$ cat src/rtl/mc_ctrl_pkg.sv
// Shared definitions for the multicycle main control FSM: state encoding,
// datapath mux-select encodings and the packed control-word layout.
package mc_ctrl_pkg;

    typedef enum logic [3:0] {
        S_FETCH   = 4'd0,
        S_DECODE  = 4'd1,
        S_MEMADR  = 4'd2,
        S_MEMRD   = 4'd3,
        S_MEMWB   = 4'd4,
        S_MEMWR   = 4'd5,
        S_EXECR   = 4'd6,
        S_EXECI   = 4'd7,
        S_ALUWB   = 4'd8,
        S_BRANCH  = 4'd9,
        S_MULEX   = 4'd10,
        S_MULWB   = 4'd11,
        S_FPUEX   = 4'd12,
        S_FPUWB   = 4'd13,
        S_UNKNOWN = 4'd15
    } state_t;

    // ALUSrcA encodings
    localparam logic [1:0] SRCA_A  = 2'b00;
    localparam logic [1:0] SRCA_PC = 2'b01;

    // ALUSrcB encodings
    localparam logic [1:0] SRCB_WD   = 2'b00;
    localparam logic [1:0] SRCB_IMM  = 2'b01;
    localparam logic [1:0] SRCB_FOUR = 2'b10;

    // ResultSrc encodings
    localparam logic [1:0] RES_ALUOUT    = 2'b00;
    localparam logic [1:0] RES_DATA      = 2'b01;
    localparam logic [1:0] RES_ALURESULT = 2'b10;

    // One complete set of control outputs for a given state
    typedef struct packed {
        logic       ir_write;
        logic       adr_src;
        logic [1:0] alu_src_a;
        logic [1:0] alu_src_b;
        logic [1:0] result_src;
        logic       next_pc;
        logic       reg_w;
        logic       mem_w;
        logic       branch;
        logic       alu_op;
        logic       reg_src_64b;
        logic       src_64b;
        logic       fpu_write;
        logic       fault;
    } ctrl_word_t;

endpackage

$ cat src/rtl/mc_ctrl_rom.sv
// Combinational State -> control-word decode. Outputs depend only on the
// state (Moore), except Src_64b in MULWB which follows the latched Funct[3].
import mc_ctrl_pkg::*;

module mc_ctrl_rom (
    input  state_t     state,
    input  logic       funct3,
    output ctrl_word_t ctrl
);

    // Decode the current state into its strobes; anything unlisted stays 0
    always_comb begin
        ctrl = '0;
        case (state)
            S_FETCH: begin
                ctrl.ir_write   = 1'b1;
                ctrl.adr_src    = 1'b0;
                ctrl.alu_src_a  = SRCA_PC;
                ctrl.alu_src_b  = SRCB_FOUR;
                ctrl.result_src = RES_ALURESULT;
                ctrl.next_pc    = 1'b1;
            end
            S_DECODE: begin
                ctrl.alu_src_a  = SRCA_PC;
                ctrl.alu_src_b  = SRCB_FOUR;
                ctrl.result_src = RES_ALURESULT;
            end
            S_MEMADR: begin
                ctrl.alu_src_b = SRCB_IMM;
            end
            S_MEMRD: begin
                ctrl.adr_src = 1'b1;
            end
            S_MEMWB: begin
                ctrl.result_src = RES_DATA;
                ctrl.reg_w      = 1'b1;
            end
            S_MEMWR: begin
                ctrl.adr_src = 1'b1;
                ctrl.mem_w   = 1'b1;
            end
            S_EXECR: begin
                ctrl.alu_op = 1'b1;
            end
            S_EXECI: begin
                ctrl.alu_src_b = SRCB_IMM;
                ctrl.alu_op    = 1'b1;
            end
            S_ALUWB: begin
                ctrl.reg_w = 1'b1;
            end
            S_BRANCH: begin
                ctrl.alu_src_b  = SRCB_IMM;
                ctrl.result_src = RES_ALURESULT;
                ctrl.branch     = 1'b1;
            end
            S_MULEX: begin
                ctrl.reg_src_64b = 1'b1;
                ctrl.alu_op      = 1'b1;
            end
            S_MULWB: begin
                ctrl.reg_src_64b = 1'b1;
                ctrl.reg_w       = 1'b1;
                ctrl.src_64b     = funct3;
            end
            S_FPUEX: begin
                ctrl = '0;
            end
            S_FPUWB: begin
                ctrl.fpu_write = 1'b1;
            end
            S_UNKNOWN: begin
                ctrl.fault = 1'b1;
            end
            default: begin
                ctrl = '0;
            end
        endcase
    end

endmodule

$ cat src/rtl/mc_mainfsm.sv
// Multicycle main control FSM. Holds the state register, next-state logic
// and the FPU latency counter; output decoding is delegated to mc_ctrl_rom.
import mc_ctrl_pkg::*;

module mc_mainfsm #(
    parameter int unsigned FPU_LAT = 2
) (
    input  logic       clk,
    input  logic       reset,
    input  logic [1:0] Op,
    input  logic [5:0] Funct,
    input  logic       MulOp,
    input  logic       FpuOp,
    output logic       IRWrite,
    output logic       AdrSrc,
    output logic [1:0] ALUSrcA,
    output logic [1:0] ALUSrcB,
    output logic [1:0] ResultSrc,
    output logic       NextPC,
    output logic       RegW,
    output logic       MemW,
    output logic       Branch,
    output logic       ALUOp,
    output logic       RegSrc64b,
    output logic       Src_64b,
    output logic       FPUWrite,
    output logic       Fault,
    output logic [3:0] State
);

    // Counter preload so that FPUEX occupies exactly FPU_LAT cycles
    localparam logic [3:0] FPU_WAIT_LOAD = 4'(FPU_LAT - 1);

    state_t     state_reg;
    state_t     state_next;
    logic [3:0] wait_cnt_reg;
    logic [3:0] wait_cnt_next;
    ctrl_word_t ctrl;

    // Funct bits that never steer this FSM; kept here to document that
    logic unused_funct;
    assign unused_funct = &{1'b0, Funct[4], Funct[2:1]};

    // State and FPU wait counter registers, asynchronously cleared
    always_ff @(posedge clk or posedge reset) begin
        if (reset) begin
            state_reg    <= S_FETCH;
            wait_cnt_reg <= 4'd0;
        end else begin
            state_reg    <= state_next;
            wait_cnt_reg <= wait_cnt_next;
        end
    end

    // Next-state selection and FPU wait counter sequencing
    always_comb begin
        state_next    = state_reg;
        wait_cnt_next = wait_cnt_reg;
        case (state_reg)
            S_FETCH:  state_next = S_DECODE;
            S_DECODE: begin
                if (Op == 2'b00 && MulOp) begin
                    state_next = S_MULEX;
                end else if (Op == 2'b00 && Funct[5]) begin
                    state_next = S_EXECI;
                end else if (Op == 2'b00) begin
                    state_next = S_EXECR;
                end else if (Op == 2'b01) begin
                    state_next = S_MEMADR;
                end else if (Op == 2'b10) begin
                    state_next = S_BRANCH;
                end else if (FpuOp) begin
                    state_next    = S_FPUEX;
                    wait_cnt_next = FPU_WAIT_LOAD;
                end else begin
                    state_next = S_UNKNOWN;
                end
            end
            S_MEMADR: state_next = Funct[0] ? S_MEMRD : S_MEMWR;
            S_MEMRD:  state_next = S_MEMWB;
            S_MEMWB:  state_next = S_FETCH;
            S_MEMWR:  state_next = S_FETCH;
            S_EXECR:  state_next = S_ALUWB;
            S_EXECI:  state_next = S_ALUWB;
            S_ALUWB:  state_next = S_FETCH;
            S_BRANCH: state_next = S_FETCH;
            S_MULEX:  state_next = S_MULWB;
            S_MULWB:  state_next = S_FETCH;
            S_FPUEX: begin
                if (wait_cnt_reg == 4'd0) begin
                    state_next = S_FPUWB;
                end else begin
                    wait_cnt_next = wait_cnt_reg - 4'd1;
                end
            end
            S_FPUWB:   state_next = S_FETCH;
            S_UNKNOWN: state_next = S_UNKNOWN;
            default:   state_next = S_UNKNOWN;
        endcase
    end

    mc_ctrl_rom u_rom (
        .state  (state_reg),
        .funct3 (Funct[3]),
        .ctrl   (ctrl)
    );

    // Fan the control word out to the individual datapath strobes
    always_comb begin
        IRWrite   = ctrl.ir_write;
        AdrSrc    = ctrl.adr_src;
        ALUSrcA   = ctrl.alu_src_a;
        ALUSrcB   = ctrl.alu_src_b;
        ResultSrc = ctrl.result_src;
        NextPC    = ctrl.next_pc;
        RegW      = ctrl.reg_w;
        MemW      = ctrl.mem_w;
        Branch    = ctrl.branch;
        ALUOp     = ctrl.alu_op;
        RegSrc64b = ctrl.reg_src_64b;
        Src_64b   = ctrl.src_64b;
        FPUWrite  = ctrl.fpu_write;
        Fault     = ctrl.fault;
        State     = state_reg;
    end

endmodule

$ cat config.mk
export PLATFORM = sky130hd
export DESIGN_NAME = mc_mainfsm
export DESIGN_NICKNAME = d
export VERILOG_FILES = /design/src/rtl/mc_ctrl_pkg.sv /design/src/rtl/mc_ctrl_rom.sv /design/src/rtl/mc_mainfsm.sv
export SDC_FILE = /design/constraint.sdc
export NUM_CORES = 1
export LEC_CHECK = 0
export ABC_AREA = 1
export CORE_UTILIZATION = 30
export CTS_CLUSTER_SIZE = 40
export DETAILED_ROUTE_END_ITERATION = 10
export DONT_BUFFER_PORTS = 1
export SLEW_MARGIN = 20
export SYNTH_ARGS = -nofsm -noshare
export SYNTH_HDL_FRONTEND = slang
export SYNTH_HIERARCHICAL = 1
export SYNTH_SLANG_ARGS = --single-unit
$ cat constraint.sdc
create_clock -name clk -period 1.91 [get_ports clk]
set_input_delay 0.382 -clock clk [delete_from_list [all_inputs] [get_ports clk]]
set_output_delay 0.382 -clock clk [all_outputs]
set_load 0.01 [all_outputs]
==> impl_metrics.toml <==
[run_status]
status = "complete, no violations"

[setup_path]
crit_path_end_kind = "output port"
rr_worst_depth = 6
crit_path_start = "State[2]$_DFFE_PP0P_"
critical_path_arrival_ps = 1350
critPathKind = "register to output port"
reg2reg_to = "wait_cnt_reg[1]$_DFFE_PP0P_"
startpoint_type = "register"
cp.required_ps = 1530
crit_fanout = 9
r2r_slack_ps = 650
crit_end = "ResultSrc[1]"
reg2reg_from = "State[2]$_DFFE_PP0P_"

[power_and_ir_drop]
p_leak_nw = 0.530
pwr-share-seq_pct = 53.7
peakVddDrop_v = 0.000329
power_density_mw_per_mm2 = 357
p_int_mw = 0.250
clockPowerShare_pct = 38.2
power_switching_mw = 0.0662
sw_frac_of_total_pct = 20.9
combPwrFrac_pct = 8.1

[logic_synthesis]
syn_area_per_cell_um2 = 6.19
synth_area_um2 = 836
synth_fa_ha_area_share_pct = 7.49
synth.distinct_cells = 20
synth_mux_area_share_pct = 0
ys_seq_elements = 8
synth_xor_xnor_area_share_pct = 1.05
synth_top_family_by_area = "simple AND/OR/NAND/NOR gates"
syn_inst = 135
synth_simple_gate_area_share_pct = 46.6
synth_nets = 152
seq_area_frac_synth_pct = 24.0
yosysWarningCount = 6
synth_compound_area_share_pct = 6.59

[clock_tree]
clockRootBuffer = "clkbuf_4"
cts_max_path_buffers = 2
cts-buffers-inserted = 3
htree_levels = 1
post-cts-setup-buffer-count = 0
cts.sinks = 8
clkTransAtPathRegs_ps = 50
clk_latency_ps = 240
cts_tree = "done"

[drt]
drt_iter0_markers = 12
drc = 0
drt-pass1-iter-count = 4
antenna_left = 0
dr_total_vias = 803
drt_wl_total_mm = 1.72
drt-vias-per-instance = 4.84
wl_per_cell_um = 10.4

[timing]
fin_crit_sh_pct = 90.5
max_freq_mhz = 579
setup_tns_ps = 0
maxSlewViolCount = 0
setup_viol = 0
hold_viol = 0
finalClockSkew_ps = 0.0726
rsz0062_at_grt = "false"
fin_crit_ps = 1730

[final_layout]
nets = 155
insertedDiodeCount = 0
syn_to_final_growth_pct = 5.99
multi_input_area_um2 = 522
seq_area_um2 = 204
stdcell_count = 166
filler_cell_count = 291
drive_gt1_share_pct = 16.2

[grt]
grt_max_degree = 15
antenna_found_initial = 0
grt_pass1_vias = 709
overflow = 0
grtUsageTotal_pct = 12.9
grt_pass1_wl_mm = 2.73

[placed_design]
globalplace.congestion = 0.758
io_buffers = 0
dp_cells = 162
dpl.hpwl_mm = 1.46

[job]
max-cap-violations = 0

[hold_path]
holdCritPathClass = "primary input to register"

[floorplan]
die_h_um = 54.8
io_pins = 33
dieArea_mm2 = 0.00300
initial_core_util_pct = 32.8
core_mm2 = 0.00254
die_x_um = 54.8
rows = 18
==> worst min-delay path by stage <==
stage              from                   end  slack (ps)  depth (start not counted)
6_report       Funct[0]  State[1]$_DFFE_PP0P_         360                          2
5_1_grt        Funct[0]  State[1]$_DFFE_PP0P_         340                          2
4_1_cts        Funct[0]  State[1]$_DFFE_PP0P_         350                          2
3_5_place_dp      reset  State[2]$_DFFE_PP0P_         230                          1
3_3_place_gp      reset  State[2]$_DFFE_PP0P_         220                          1
2_1_floorplan     reset  State[0]$_DFFE_PP0P_         200                          1
==> cell type report <==
type                       instances  share of cell area, %
clock buffer                       3                   2.54
multi-input combinational        100                   58.9
timing repair buffer               1                   1.13
tap                               30                   4.24
inverter                          24                   10.2
sequential                         8                   23.0
==> cell usage after synthesis, drive strengths merged <==
master / instances / share of area [%]
nor3: 2 / 1.2
dfrtp: 8 / 24
buf: 3 / 3.1
a21oi: 2 / 1.2
nand2: 44 / 23
inv: 24 / 11
o211ai: 2 / 1.8
ha: 5 / 7.5
conb: 1 / 0.45
nand3: 11 / 6.6
nor2: 25 / 15
nand4: 1 / 0.75
o21ai: 6 / 3.6
xnor2: 1 / 1.0
==> what timing repair did <==
item,in CTS,in global routing
endpoints found under the setup margin,0,10
gates resized for setup,0,5
hold endpoints to repair,8,0
hold buffers,1,0
==> cells in the final DEF, fill, tap and decap left out, drive strengths merged <==
cell / instances
nand2: 44
nor2: 25
inv: 24
nand3: 11
dfrtp: 8
o21ai: 6
ha: 5
clkbuf: 3
o211ai: 2
a21oi: 2
nor3: 2
xnor2: 1
nand4: 1
dlygate4sd3: 1
conb: 1
==> logic make-up (layout without fill, tap and decap cells) <==
group                    count (synthesis)  after routing
AO/OA/AOI/OAI                           10             10
XOR/XNOR                                 1              1
adder cells (fa/ha/maj)                  5              5
buffers and inverters                   27             28
flip-flops                               8              8
other                                    1              1
AND/OR/NAND/NOR                         83             83
==> metal layers <==
metal,global-route usage (%),vias up,wire [µm]
li1,-,410,-
met1,13.1,363,735
met2,23.7,28,832
met3,5.00,2,138
met4,3.85,0,17
met5,0,-,0
==> through the flow <==
| stage | utilization (%) | power, mW | hold slack, ps | setup slack (ps) | instance area, µm² |
|---|---|---|---|---|---|
| floorplan | - | 0.195 | 198 | 404 | 836 |
| global placement | 33.3 | 0.196 | 221 | 401 | 847 |
| detailed placement | 33.3 | 0.197 | 226 | 353 | 847 |
| CTS | 34.6 | 0.325 | 348 | 80.2 | 880 |
| global route | 34.8 | 0.341 | 343 | 13.7 | 886 |
| finish | 34.8 | 0.316 | 360 | 182 | 886 |
==> power by group through the flow <==
stage | clock [mW] | sequential (mW) | combinational [mW]
after floorplan | 0 | 0.173 | 0.0221
after global placement | 0 | 0.173 | 0.0231
after detailed placement | 0 | 0.173 | 0.0243
after CTS | 0.129 | 0.170 | 0.0261
after global routing | 0.142 | 0.169 | 0.0300
final | 0.121 | 0.170 | 0.0256
==> critical path: stages, from the launching register on <==
cell and delay [ps]:
dfrtp_1 500, nor2_1 240, inv_1 120, o21ai_1 240
No activity file was read; power rests on OpenSTA's default activity.
